<file path="config.mk">
export PLATFORM = sky130hd
export DESIGN_NAME = uart_tx_buffer
export DESIGN_NICKNAME = d
export VERILOG_FILES = /design/src/rtl/UartTypes.sv /design/src/rtl/sync_fifo.sv /design/src/rtl/uart_tx_buffer.sv
export SDC_FILE = /design/constraint.sdc
export NUM_CORES = 1
export LEC_CHECK = 0
export ABC_AREA = 1
export CAP_MARGIN = 20
export CORE_UTILIZATION = 30
export CTS_CLUSTER_DIAMETER = 150
export DETAILED_ROUTE_END_ITERATION = 8
export GPL_ROUTABILITY_DRIVEN = 0
export HOLD_SLACK_MARGIN = 0.12
export PLACE_DENSITY_LB_ADDON = 0.3
export SLEW_MARGIN = 20
export SYNTH_ARGS = -nofsm -noshare
export SYNTH_HDL_FRONTEND = slang
export SYNTH_SLANG_ARGS = --single-unit
</file>
<file path="constraint.sdc">
create_clock -name clk -period 5.3 [get_ports clk]
set_input_delay 1.06 -clock clk [delete_from_list [all_inputs] [get_ports clk]]
set_output_delay 1.06 -clock clk [all_outputs]
set_load 0.05 [all_outputs]
</file>
<file path="src/rtl/UartTypes.sv">
// -----------------------------------------------------------------------------
// UartTypes
// Shared types and constants for the console UART transmit path.
//   tx_state_e      : transmitter FSM state (IDLE, START, DATA, STOP)
//   UART_DATA_WIDTH : payload bits per character
//   UART_FRAME_BITS : start + data + stop bits on the line per character
// The UART MMIO address lives with the other shared address defines, not here.
// -----------------------------------------------------------------------------
package UartTypes;

    localparam int UART_DATA_WIDTH = 8;
    localparam int UART_FRAME_BITS = 10;

    typedef enum logic [1:0] {
        IDLE  = 2'd0,
        START = 2'd1,
        DATA  = 2'd2,
        STOP  = 2'd3
    } tx_state_e;

endpackage

</file>
<file path="src/rtl/sync_fifo.sv">
// -----------------------------------------------------------------------------
// sync_fifo
// Single-clock show-ahead FIFO. The head entry is always presented on pop_data
// straight from the storage registers, so a pop consumes the value that was
// visible during that cycle.
// Ports:
//   clk        in   core clock, rising edge
//   rst        in   synchronous active-high reset (empties the FIFO)
//   push       in   write push_data this cycle
//   push_data  in   WIDTH-bit write data
//   pop        in   discard the head entry this cycle
//   pop_data   out  head entry (valid while empty is 0)
//   full       out  DEPTH entries held
//   empty      out  no entries held
//   count      out  occupancy, $clog2(DEPTH)+1 bits
// A push into a full FIFO is accepted only when a pop happens in the same cycle;
// a pop on an empty FIFO is ignored. DEPTH must be a power of two, >= 2.
// -----------------------------------------------------------------------------
module sync_fifo #(
    parameter int WIDTH = 8,
    parameter int DEPTH = 16
) (
    input  logic                     clk,
    input  logic                     rst,
    input  logic                     push,
    input  logic [WIDTH-1:0]         push_data,
    input  logic                     pop,
    output logic [WIDTH-1:0]         pop_data,
    output logic                     full,
    output logic                     empty,
    output logic [$clog2(DEPTH):0]   count
);

    localparam int AW = $clog2(DEPTH);

    logic [AW:0]      wr_ptr_q, wr_ptr_d;
    logic [AW:0]      rd_ptr_q, rd_ptr_d;
    logic [WIDTH-1:0] mem_q [DEPTH];
    logic             do_push;
    logic             do_pop;

    // Pointers carry one extra wrap bit: equal pointers mean empty, pointers
    // that differ only in the wrap bit mean full.
    assign empty    = (wr_ptr_q == rd_ptr_q);
    assign full     = (wr_ptr_q[AW] != rd_ptr_q[AW]) &&
                      (wr_ptr_q[AW-1:0] == rd_ptr_q[AW-1:0]);
    assign count    = wr_ptr_q - rd_ptr_q;
    assign pop_data = mem_q[rd_ptr_q[AW-1:0]];

    // When full, the slot being written is the head slot being popped, which is
    // safe because the head is read before the edge that overwrites it.
    always_comb begin
        do_pop   = pop && !empty;
        do_push  = push && (!full || do_pop);
        wr_ptr_d = wr_ptr_q;
        rd_ptr_d = rd_ptr_q;
        if (do_push) begin
            wr_ptr_d = wr_ptr_q + 1'b1;
        end
        if (do_pop) begin
            rd_ptr_d = rd_ptr_q + 1'b1;
        end
    end

    always_ff @(posedge clk) begin
        if (rst) begin
            wr_ptr_q <= '0;
            rd_ptr_q <= '0;
        end else begin
            wr_ptr_q <= wr_ptr_d;
            rd_ptr_q <= rd_ptr_d;
        end
    end

    // Storage is not reset: the pointers alone decide which entries are live.
    always_ff @(posedge clk) begin
        if (do_push) begin
            mem_q[wr_ptr_q[AW-1:0]] <= push_data;
        end
    end

endmodule

</file>
<file path="src/rtl/uart_tx_buffer.sv">
// -----------------------------------------------------------------------------
// uart_tx_buffer
// Console output path for the memory stage: every byte stored to the UART
// register is queued and sent as 8N1 on tx. The pipeline never waits on the
// console; a store that finds the queue full is dropped and remembered in the
// sticky overflow flag.
// Ports:
//   clk         in   core clock, rising edge
//   rst         in   synchronous active-high reset, aborts any frame in flight
//   uart        in   byte from the store unit
//   uart_we     in   one-cycle write strobe for uart
//   tx          out  serial line, idle high, driven from a flop
//   tx_busy     out  a frame is on the line or bytes are waiting
//   fifo_full   out  queue holds FIFO_DEPTH bytes
//   overflow    out  sticky, a byte was dropped since the last reset
//   fifo_count  out  queue occupancy
// CLKS_PER_BIT = CLK_FREQ / BAUD_RATE must be at least 2.
// -----------------------------------------------------------------------------
module uart_tx_buffer
    import UartTypes::*;
#(
    parameter int CLK_FREQ   = 50_000_000,
    parameter int BAUD_RATE  = 115_200,
    parameter int FIFO_DEPTH = 16
) (
    input  logic                          clk,
    input  logic                          rst,
    input  logic [7:0]                    uart,
    input  logic                          uart_we,
    output logic                          tx,
    output logic                          tx_busy,
    output logic                          fifo_full,
    output logic                          overflow,
    output logic [$clog2(FIFO_DEPTH):0]   fifo_count
);

    localparam int CLKS_PER_BIT = CLK_FREQ / BAUD_RATE;
    localparam int BAUD_W       = $clog2(CLKS_PER_BIT);
    localparam int BIT_W        = $clog2(UART_DATA_WIDTH);

    localparam logic [BAUD_W-1:0] BAUD_LAST = BAUD_W'(CLKS_PER_BIT - 1);
    localparam logic [BIT_W-1:0]  BIT_LAST  = BIT_W'(UART_DATA_WIDTH - 1);

    tx_state_e                  state_q, state_d;
    logic [BAUD_W-1:0]          baud_cnt_q, baud_cnt_d;
    logic [BIT_W-1:0]           bit_cnt_q, bit_cnt_d;
    logic [UART_DATA_WIDTH-1:0] shift_q, shift_d;
    logic                       tx_q, tx_d;
    logic                       overflow_q, overflow_d;

    logic                       fifo_pop;
    logic                       fifo_empty;
    logic [UART_DATA_WIDTH-1:0] fifo_head;
    logic                       baud_done;

    sync_fifo #(
        .WIDTH (UART_DATA_WIDTH),
        .DEPTH (FIFO_DEPTH)
    ) u_fifo (
        .clk       (clk),
        .rst       (rst),
        .push      (uart_we),
        .push_data (uart),
        .pop       (fifo_pop),
        .pop_data  (fifo_head),
        .full      (fifo_full),
        .empty     (fifo_empty),
        .count     (fifo_count)
    );

    assign baud_done = (baud_cnt_q == BAUD_LAST);

    // Transmit sequencer. tx_d is the line level for the state being entered,
    // so the tx flop changes on the same edge as the state and never glitches.
    // Within DATA the shifter moves only between bits, so shift_q[0] is the bit
    // currently on the line and shift_q[1] is the next one.
    always_comb begin
        state_d    = state_q;
        baud_cnt_d = baud_cnt_q;
        bit_cnt_d  = bit_cnt_q;
        shift_d    = shift_q;
        tx_d       = tx_q;
        fifo_pop   = 1'b0;

        case (state_q)
            IDLE: begin
                tx_d = 1'b1;
                // The FIFO only reports non-empty the cycle after a push, so a
                // byte is never popped on the edge that writes it.
                if (!fifo_empty) begin
                    fifo_pop   = 1'b1;
                    shift_d    = fifo_head;
                    bit_cnt_d  = '0;
                    baud_cnt_d = '0;
                    state_d    = START;
                    tx_d       = 1'b0;
                end
            end
            START: begin
                if (baud_done) begin
                    baud_cnt_d = '0;
                    state_d    = DATA;
                    tx_d       = shift_q[0];
                end else begin
                    baud_cnt_d = baud_cnt_q + 1'b1;
                end
            end
            DATA: begin
                if (baud_done) begin
                    baud_cnt_d = '0;
                    if (bit_cnt_q == BIT_LAST) begin
                        state_d = STOP;
                        tx_d    = 1'b1;
                    end else begin
                        shift_d   = shift_q >> 1;
                        tx_d      = shift_q[1];
                        bit_cnt_d = bit_cnt_q + 1'b1;
                    end
                end else begin
                    baud_cnt_d = baud_cnt_q + 1'b1;
                end
            end
            STOP: begin
                if (baud_done) begin
                    baud_cnt_d = '0;
                    state_d    = IDLE;
                    tx_d       = 1'b1;
                end else begin
                    baud_cnt_d = baud_cnt_q + 1'b1;
                end
            end
            default: begin
                state_d = IDLE;
                tx_d    = 1'b1;
            end
        endcase
    end

    // A write is lost only when the queue is full and the transmitter is not
    // freeing a slot on the same edge.
    always_comb begin
        overflow_d = overflow_q | (uart_we && fifo_full && !fifo_pop);
    end

    always_ff @(posedge clk) begin
        if (rst) begin
            state_q    <= IDLE;
            baud_cnt_q <= '0;
            bit_cnt_q  <= '0;
            shift_q    <= '0;
            tx_q       <= 1'b1;
            overflow_q <= 1'b0;
        end else begin
            state_q    <= state_d;
            baud_cnt_q <= baud_cnt_d;
            bit_cnt_q  <= bit_cnt_d;
            shift_q    <= shift_d;
            tx_q       <= tx_d;
            overflow_q <= overflow_d;
        end
    end

    assign tx       = tx_q;
    assign overflow = overflow_q;
    // Built only from flops, so there is no path from uart_we to tx_busy.
    assign tx_busy  = (state_q != IDLE) || (fifo_count != '0);

endmodule

</file>
==> results.md, run 1 <==
* Status: completed
* # diodes at 0
* CP bufs+invs at 3
* Antenna violations before repair at 0
* Asr flop ratio synth at 0%
* Total power at 3.91 mW
* Drt first pass iters at 4
* Drt total wl at 17.0 mm
* FILL cells at 2,508
* Synthesized Nets at 811
* Worst skew pair latency at 0.43 ns
* # setup viols final at 0
* Warnings from Yosys at 0
* Synth Cell Area at 7410 um2
* Slew at the pin with the worst max-slew slack at 0.958 ns
* R2R setup slack at 2.66 ns
* Number of buffers created by CTS at 17
* Die X at 159 um
* Core Region at 24,200 um2
* First-pass GRT wire length at 27.1 mm
* Nets@finish at 824
* Crit path top cell by count: inv_1
* GRT Residual Overflow at 0
* Crit-path max cell delay at 0.80 ns
* DRC at 0
* VDD IR max at 235 uV
* Via density at 4.47
* Layout cells sized above 1 at 5.08%
* Unrepaired setup endpoints after global routing: false
* Synth Flop Type: edfxtp_1
* Worst Hold Path Cells at 1
* Avg Inst Size Synth at 9.49 um2
* Yosys cell types at 36
* I/O Pins at 20
* CP Cell Sequence: inv_1 > ha_1 > inv_1 > fa_1 > nand3_1 > nand2_1 > xor2_1 > nand3b_1 > clkdlybuf4s50_1
* Register area share after synthesis at 62.2%
* Num rows at 57
* Setup crit end: tx_busy
* Clk root buf: clkbuf_16
* Fmax achieved at 0.262 GHz
* Vias in the first global route at 4,940
* Synth Register Bits at 166
* Antenna Nets Post-Route at 0
* FF-to-FF path depth at 9
* Hpwl dp at 10.4 mm
* Utilization after layout at 34.8%
* WL per Instance at 15.0 um
* Tmin final at 3.82 ns
* Reg clk slew, reported paths at 0.07 ns
* Power Dens Cells at 463 nW/um2
* Input/output buffers at 19
* Hold buffers post-CTS at 0
* Critical Path Source Type: register
* Combinational share of power at 32.1%
* P_int at 2.49 mW
* Die height at 159 um
* Critical R2R Capture: u_fifo.mem_q[9][0]
* CP max stage cell: clkdlybuf4s50_1
* HP Class: reg -> reg
* Area growth from synthesis to layout at 14.0%
* Synth Instances at 781
* Final hold violation count at 0
* Crit Path Max Fanout at 5
* Number of synthesized flops with an enable pin at 128
* Reg-to-reg startpoint: u_fifo.rd_ptr_q[2]
* Die area at 25,300 um2
* Critical path launch point: u_fifo.wr_ptr_q[0]
* # Post-CTS Setup Buffers at 0
* Htree depth at 4
* Max-slew violations at 0
* Max-Cap Viols at 0
* CTS tree: built
* WP depth at 9
* Sequential Power Share at 38.5%
* Clock Sinks at 166
* Starting Density at 30.6%
* Number of DRC markers in iteration 0 at 296
* Worst EP arrival at 2.76 ns
* Worst slew margin at 35.9%
* All-Layer GR Usage at 14.0%
* Psw at 1.42 mW
* Clock share of power at 29.4%
* Top delay family on crit path: buffers and inverters
* Leak at 3.37 nW
* Overall via count from detail_route at 5,055
* Max Root-Sink Buffers at 2
* Min Hold Slack at 0.465 ns
* Net Sw Frac at 36.3%
* Resize count post-CTS at 0
* CP Class: reg -> out
* Critical Path Sink Type: output port
* Fin crit share at 72.1%
* Pin count of the biggest net entering global routing at 68
* Sum Neg Setup Slack at 0 ns
* Skew final at 0.0134 ns
* Required @ worst endpoint at 4.24 ns
-- power groups by stage --
stage | logic, mW | clock network (mW) | registers [mW]
after floorplan | 0.939 | 0 | 1.53
after detailed placement | 1.27 | 0 | 1.53
after global routing | 1.42 | 1.22 | 1.52
after CTS | 1.28 | 1.17 | 1.51
final | 1.26 | 1.15 | 1.51
after global placement | 1.27 | 0 | 1.53
-- flip-flops by register name, summed over array words and instances, names as in the netlist, named ones only --
register,count
baud_cnt_q,9
shift_q,8
bit_cnt_q,3
u_fifo.rd_ptr_q,5
u_fifo.mem_q,128
u_fifo.wr_ptr_q,5
tx,1
state_q,2
overflow,1
-- placed cells by master, fill, tap and decap left out, types with 5 or more instances in the layout --
cell type | synthesis | routed
clkbuf_16 | 0 | 17
xor2_1 | 5 | 5
o21ai_0 | 18 | 18
ha_1 | 18 | 18
clkdlybuf4s50_1 | 0 | 19
nand3_1 | 97 | 97
inv_1 | 89 | 89
nor2_1 | 62 | 62
nand2_1 | 239 | 239
edfxtp_1 | 128 | 128
dfxtp_1 | 38 | 37
a21oi_1 | 28 | 28
-- cell type report --
class,count,area (um2),share of cell area (%)
sequential,166,4610,54.5
clock inverter,11,101,1.20
timing repair buffer,23,220,2.61
clock buffer,21,440,5.21
multi-input combinational,493,2320,27.5
tap,324,405,4.80
inverter,93,350,4.15
-- metrics by stage --
step	instance area (um2)	instances	setup WS, ns
finish	8450	1131	1.48
global route	8450	1131	1.28
CTS	8450	1131	1.44
detailed placement	7910	1099	1.90
global placement	7910	1099	1.91
floorplan	7410	781	1.79
-- Yosys cell counts, types with 2 or more instances --
master	number	area (um2)
nand2_1	239	897
edfxtp_1	128	3840
nand3_1	97	485
inv_1	89	334
nor2_1	62	233
dfxtp_1	38	761
a21oi_1	28	140
ha_1	18	225
o21ai_0	18	90.1
clkbuf_1	14	52.6
buf_2	8	40.0
buf_1	5	18.8
xor2_1	5	43.8
nor3_1	4	20.0
inv_2	3	11.3
o211ai_1	3	22.5
a31oi_1	2	12.5
nand4_1	2	12.5
-- cells by family after synthesis --
group / count (synthesis) / synth area share, %
compound gates: 54 / 3.88
buf+inv: 122 / 6.47
simple gates: 414 / 23.5
flops: 166 / 62.2
fa+ha+maj: 19 / 3.31
xor+xnor: 6 / 0.709
-- worst min-delay path by stage --
stage,endpoint,slack [ns],from
4_1_cts,baud_cnt_q[8],0.46,baud_cnt_q[8]
6_report,baud_cnt_q[8],0.47,baud_cnt_q[8]
5_1_grt,shift_q[6],0.48,shift_q[6]
3_5_place_dp,baud_cnt_q[8],0.45,baud_cnt_q[8]
3_3_place_gp,baud_cnt_q[8],0.45,baud_cnt_q[8]
2_1_floorplan,baud_cnt_q[8],0.43,baud_cnt_q[8]
-- per-layer routing --
| metal | vias to the layer above | global-route usage (%) | part of all wire, % |
|---|---|---|---|
| met4 | 0 | 5.51 | 1.5 |
| met1 | 2380 | 17.9 | 45 |
| met3 | 14 | 2.60 | 3.5 |
| met5 | - | 0 | 0 |
| li1 | 2584 | - | - |
| met2 | 77 | 23.6 | 50 |
(Power assumes the default switching activity.)
==> run 2: changes to the inputs <==
clock period = 3.4 ns   (was 5.3 ns; I/O delays follow)
==> results.md, run 2 (synthesized netlist as in run 1, its figures left out) <==
* Status: completed
* HP Class: reg -> reg
* Layout cells sized above 1 at 6.39% (+1.3 points)
* Setup crit end: tx_busy
* Worst skew pair latency at 0.43 ns (about the same)
* CP Class: reg -> out
* Post-route insts no fill at 1,138 (+0.62%)
* Hpwl dp at 10.7 mm (+3.4%)
* Leading cell type in the layout, fill and taps excluded: nand2_1
* Worst EP arrival at 2.48 ns (-0.28 ns)
* Fin crit share at 93.0%
* Sum Neg Setup Slack at 0 ns (unchanged)
* DRC at 0 (unchanged)
* Die area at 25,300 um2 (unchanged)
* VDD IR max at 305 uV (+30%)
* Die X at 159 um (unchanged)
* Min Hold Slack at 0.465 ns (+0.000151 ns)
* Max Root-Sink Buffers at 2 (unchanged)
* Met1 WL at 7.95 mm (+3.9%)
* Reg clk slew, reported paths at 0.07 ns (about the same)
* Input/output buffers at 19 (unchanged)
* Vias in the first global route at 4,944 (+0.081%)
* Overall via count from detail_route at 5,145 (+1.8%)
* Drt first pass iters at 5 (+1)
* Power Dens Cells at 731 nW/um2 (+58%)
* FF-to-FF path depth at 9 (unchanged)
* Antenna violations before repair at 0 (unchanged)
* # diodes at 0 (unchanged)
* Via density at 4.52 (+1.2%)
* Clk root buf: clkbuf_16
* Critical Path Source Type: register
* Slew at the pin with the worst max-slew slack at 0.806 ns (-0.152 ns)
* Nets@finish at 831 (+0.85%)
* Critical path launch point: u_fifo.wr_ptr_q[0]
* Highest routed layer: met4
* FILL cells at 2,464 (-1.8%)
* Required @ worst endpoint at 2.72 ns (-1.52 ns)
* Unrepaired setup endpoints after global routing: false
* All-Layer GR Usage at 14.1% (+0.11 points)
* Reg-to-reg startpoint: u_fifo.wr_ptr_q[0]
* Core Region at 24,200 um2 (unchanged)
* Worst slew margin at 46.1% (+10 points)
* Skew final at 0.0128 ns (-0.000643 ns)
* DR WL met3 at 436 um (-27%)
* R2R setup slack at 0.86 ns (-1.80 ns)
* I/O Pins at 20 (unchanged)
* Num rows at 57 (unchanged)
* Number of buffers created by CTS at 17 (unchanged)
* Crit Path Max Fanout at 5 (unchanged)
* Final hold violation count at 0 (unchanged)
* # Post-CTS Setup Buffers at 0 (unchanged)
* Dpl cells at 1,106 (+0.64%)
* Pin count of the biggest net entering global routing at 68 (unchanged)
* Clock Sinks at 166 (unchanged)
* Antenna Nets Post-Route at 0 (unchanged)
* # setup viols final at 0 (unchanged)
* Max reg flops at 128 (unchanged)
* Area growth from synthesis to layout at 15.7%
* Most frequent cells in the layout: 239 x nand2_1, 128 x edfxtp_1, 97 x nand3_1
* Fmax achieved at 0.316 GHz
* Tmin final at 3.16 ns
* GRT Residual Overflow at 0 (unchanged)
* First-pass GRT wire length at 27.5 mm (+1.5%)
* Critical Path Sink Type: output port
* CTS tree: built
* DR WL met2 at 8.34 mm (-1.7%)
* Max-Cap Viols at 0 (unchanged)
* Number of DRC markers in iteration 0 at 404 (+36%)
* Htree depth at 4 (unchanged)
* Hold buffers post-CTS at 0 (unchanged)
* Drt total wl at 17.0 mm (-0.19%)
* WL per Instance at 14.9 um (-0.81%)
* Starting Density at 30.6% (unchanged)
* Critical R2R Capture: u_fifo.mem_q[0][1]
* Max-slew violations at 0 (unchanged)
* Leak at 3.46 nW (+2.8%)
* Die height at 159 um (unchanged)
==> run 2: changes by cell type in the layout (fill, tap and decap cells not counted), moves of 2 or more <==
cell / previous run / this run
dlymetal6s2s_1: 0 / 2
buf_4: 4 / 10
clkdlybuf4s50_1: 19 / 16
clkinv_2: 3 / 1
clkbuf_1: 4 / 0
inv_8: 0 / 3
==> run 2: per-stage QoR <==
stage | util, % | cell area, um2 | power, mW | worst slack (ns)
2_1_floorplan | - | 7410 | 3.86 | 0.269
3_3_place_gp | 32.9 | 7970 | 4.38 | 0.413
3_5_place_dp | 32.9 | 7970 | 4.39 | 0.386
4_1_cts | 35.3 | 8560 | 6.33 | 0.0304
5_1_grt | 35.3 | 8570 | 6.66 | 0.0315
6_report | 35.3 | 8570 | 6.26 | 0.238
==> run 2: where the power goes <==
| group | total (mW) | switching, mW | internal, mW |
|---|---|---|---|
| Clock | 1.95 | 0.845 | 1.10 |
| Sequential | 2.35 | 0.0616 | 2.28 |
| Combinational | 1.97 | 1.37 | 0.602 |
==> run 2: metal layers <==
layer  vias up  GRT usage (%)
li1       2605              -
met1      2469           18.4
met2        59           24.0
met3        12           2.42
met4         0           4.50
met5         -              0
==> run 2: how the worst min path moves through the flow <==
| stage | from | endpoint | slack, ns | cells past startpoint |
|---|---|---|---|---|
| finish | shift_q[7] | shift_q[7] | 0.47 | 2 |
| CTS | shift_q[7] | shift_q[7] | 0.47 | 2 |
| global route | shift_q[7] | shift_q[7] | 0.49 | 2 |
| floorplan | baud_cnt_q[8] | baud_cnt_q[8] | 0.43 | 1 |
| detailed placement | shift_q[7] | shift_q[7] | 0.46 | 2 |
| global placement | baud_cnt_q[8] | baud_cnt_q[8] | 0.45 | 1 |
==> run 2: layout make-up <==
cell class                      count  area (um2)  share of cell area (%)
Timing Repair Buffer               30         289                    3.37
Inverter                           93         349                    4.07
Clock buffer                       17         425                    4.96
Sequential cell                   166        4610                    53.8
Tap cell                          324         405                    4.73
Clock inverter                     15         169                    1.97
Multi-Input combinational cell    493        2320                    27.1
==> run 2: worst max-delay path, stage by stage, from the launching register on <==
cell and delay, ns:
dfxtp_1 0.35, inv_1 0.14, ha_1 0.16, inv_1 0.05
fa_1 0.39, nand3_1 0.10, nand2_1 0.06, xor2_1 0.15
nand3b_1 0.12, dlygate4sd2_1 0.52
==> run 2: what timing repair did <==
action	4_1_cts	5_1_grt
resized for setup	1	2
cloned	0	0
setup endpoints to repair	1	2
==> run 3: changes to the inputs <==
GPL_TIMING_DRIVEN = 0   (was unset)
==> results.md, run 3 (synthesized netlist as in run 1, its figures left out) <==
* Skew final at 0.00583 ns (-0.00693 ns)
* Crit Path Max Fanout at 5 (unchanged)
* Leading cell type in the layout, fill and taps excluded: nand2_1
* WL per Instance at 15.5 um (+3.6%)
* I/O Pins at 20 (unchanged)
* Worst skew pair latency at 0.43 ns (about the same)
* Worst EP arrival at 2.54 ns (+0.06 ns)
* # diodes at 0 (unchanged)
* # Post-CTS Setup Buffers at 0 (unchanged)
* Highest routed layer: met4
* First-pass GRT wire length at 28.0 mm (+1.9%)
* Input/output buffers at 18 (-1)
* Required @ worst endpoint at 2.72 ns (about the same)
* DR WL met3 at 614 um (+41%)
* Slew at the pin with the worst max-slew slack at 0.922 ns (+0.116 ns)
* Most frequent cells in the layout: 239 x nand2_1, 128 x edfxtp_1, 97 x nand3_1
* Leak at 3.44 nW (-0.62%)
* Unrepaired setup endpoints after global routing: false
* Final worst setup slack at 0.178 ns (-0.0600 ns)
* Antenna Nets Post-Route at 0 (unchanged)
* Layout cells sized above 1 at 5.66% (-0.73 points)
* Starting Density at 30.6% (unchanged)
* # setup viols final at 0 (unchanged)
* Core Region at 24,200 um2 (unchanged)
* Die height at 159 um (unchanged)
* Critical Path Sink Type: output port
* HP Class: reg -> reg
* Status: completed
* Reg clk slew, reported paths at 0.06 ns (about the same)
* DRC at 0 (unchanged)
* Max-slew violations at 0 (unchanged)
* Antenna violations before repair at 0 (unchanged)
* Worst slew margin at 38.3% (-7.8 points)
* Reg area at 4600 um2 (about the same)
* Overall via count from detail_route at 5,289 (+2.8%)
* Tmin final at 3.22 ns (+0.0600 ns)
* Fmax achieved at 0.310 GHz (-1.9%)
* Number of DRC markers in iteration 0 at 390 (-3.5%)
* Met1 WL at 7.80 mm (-1.9%)
* Max reg flops at 128 (unchanged)
* GRT Residual Overflow at 0 (unchanged)
* Sum Neg Setup Slack at 0 ns (unchanged)
* Die X at 159 um (unchanged)
* VDD IR max at 379 uV (+24%)
* Min Hold Slack at 0.464 ns (-0.000889 ns)
* Htree depth at 4 (unchanged)
* Nets@finish at 848 (+2.0%)
* Critical Path Source Type: register
* Pin count of the biggest net entering global routing at 17 (-75%)
* Drt total wl at 17.8 mm (+5.1%)
* Number of buffers created by CTS at 17 (unchanged)
* Clk root buf: clkbuf_16
* CTS tree: built
* Area growth from synthesis to layout at 15.8%
* Drt first pass iters at 7 (+2)
* Area of the multi-input gates at 2320 um2 (unchanged)
* Max-Cap Viols at 0 (unchanged)
* Hpwl dp at 12.3 mm (+14%)
* Max Root-Sink Buffers at 2 (unchanged)
* CP Class: reg -> out
* DR WL met2 at 8.67 mm (+3.9%)
* Fin crit share at 94.8% (+1.8 points)
* Die area at 25,300 um2 (unchanged)
* Via density at 4.58 (+1.4%)
* Final hold violation count at 0 (unchanged)
* Clock Sinks at 166 (unchanged)
* Pre-CTS setup slack at 0.336 ns (-0.0505 ns)
* Vias in the first global route at 5,216 (+5.5%)
* FILL cells at 2,496 (+1.3%)
* All-Layer GR Usage at 14.8% (+0.64 points)
* Power Dens Cells at 745 nW/um2 (+1.9%)
* Utilization after layout at 35.4% (+0.057 points)
* Num rows at 57 (unchanged)
run 3: changes by cell type in the layout (fill, tap and decap cells not counted), moves of 2 or more:
cell | before | now
clkbuf_1 | 0 | 16
buf_2 | 0 | 8
buf_1 | 0 | 5
inv_8 | 3 | 0
inv_6 | 3 | 1
buf_4 | 10 | 1
run 3: timing repair:
action | 4_1_cts | 5_1_grt
endpoints found under the hold margin | 0 | 0
gates resized for setup | 2 | 1
setup endpoints to repair | 2 | 1
hold buffers | 0 | 0
run 3: power breakdown:
group	total [mW]	switching, mW	internal (mW)
registers	2.35	0.0687	2.28
clock network	1.93	0.782	1.15
logic	2.10	1.47	0.635
run 3: path summary, 6_finish.rpt:
| kind | from | to | slack (ns) | depth (start not counted) |
|---|---|---|---|---|
| setup reg to reg | u_fifo.wr_ptr_q[0] | u_fifo.mem_q[2][0] | 0.79 | 9 |
| hold / removal | baud_cnt_q[8] | baud_cnt_q[8] | 0.46 | 1 |
| hold reg to reg | baud_cnt_q[8] | baud_cnt_q[8] | 0.46 | 1 |
| setup / recovery | u_fifo.wr_ptr_q[0] | tx_busy | 0.18 | 9 |
run 3: cell type report:
| class | instances | share of cell area (%) |
|---|---|---|
| timing repair buffer | 18 | 2.10 |
| multi-input combinational | 493 | 27.1 |
| clock inverter | 12 | 1.81 |
| sequential | 166 | 53.7 |
| tap | 324 | 4.72 |
| buffer | 29 | 1.52 |
| clock buffer | 19 | 5.04 |
| inverter | 93 | 4.07 |
run 3: per-layer routing:
metal,global-route usage [%],vias to the layer above
li1,-,2637
met1,17.9,2496
met2,24.9,117
met3,2.68,39
met4,8.44,0
met5,0,-
run 3: worst max-delay path, cell delays in order, from the launching register on:
cell and delay [ns]:
dfxtp_1 0.35, inv_1 0.14, ha_1 0.16, inv_1 0.06
fa_1 0.41, nand3_1 0.10, nand2_1 0.06, xor2_1 0.18
nand3b_1 0.13, dlygate4sd2_1 0.53
run 3: per-stage QoR:
stage          instances  cell area (um2)  power [mW]
6_report            1154             8580        6.39
2_1_floorplan        781             7410        3.86
4_1_cts             1154             8580        6.43
3_3_place_gp        1123             7990        4.50
3_5_place_dp        1123             7990        4.51
5_1_grt             1154             8580        6.74
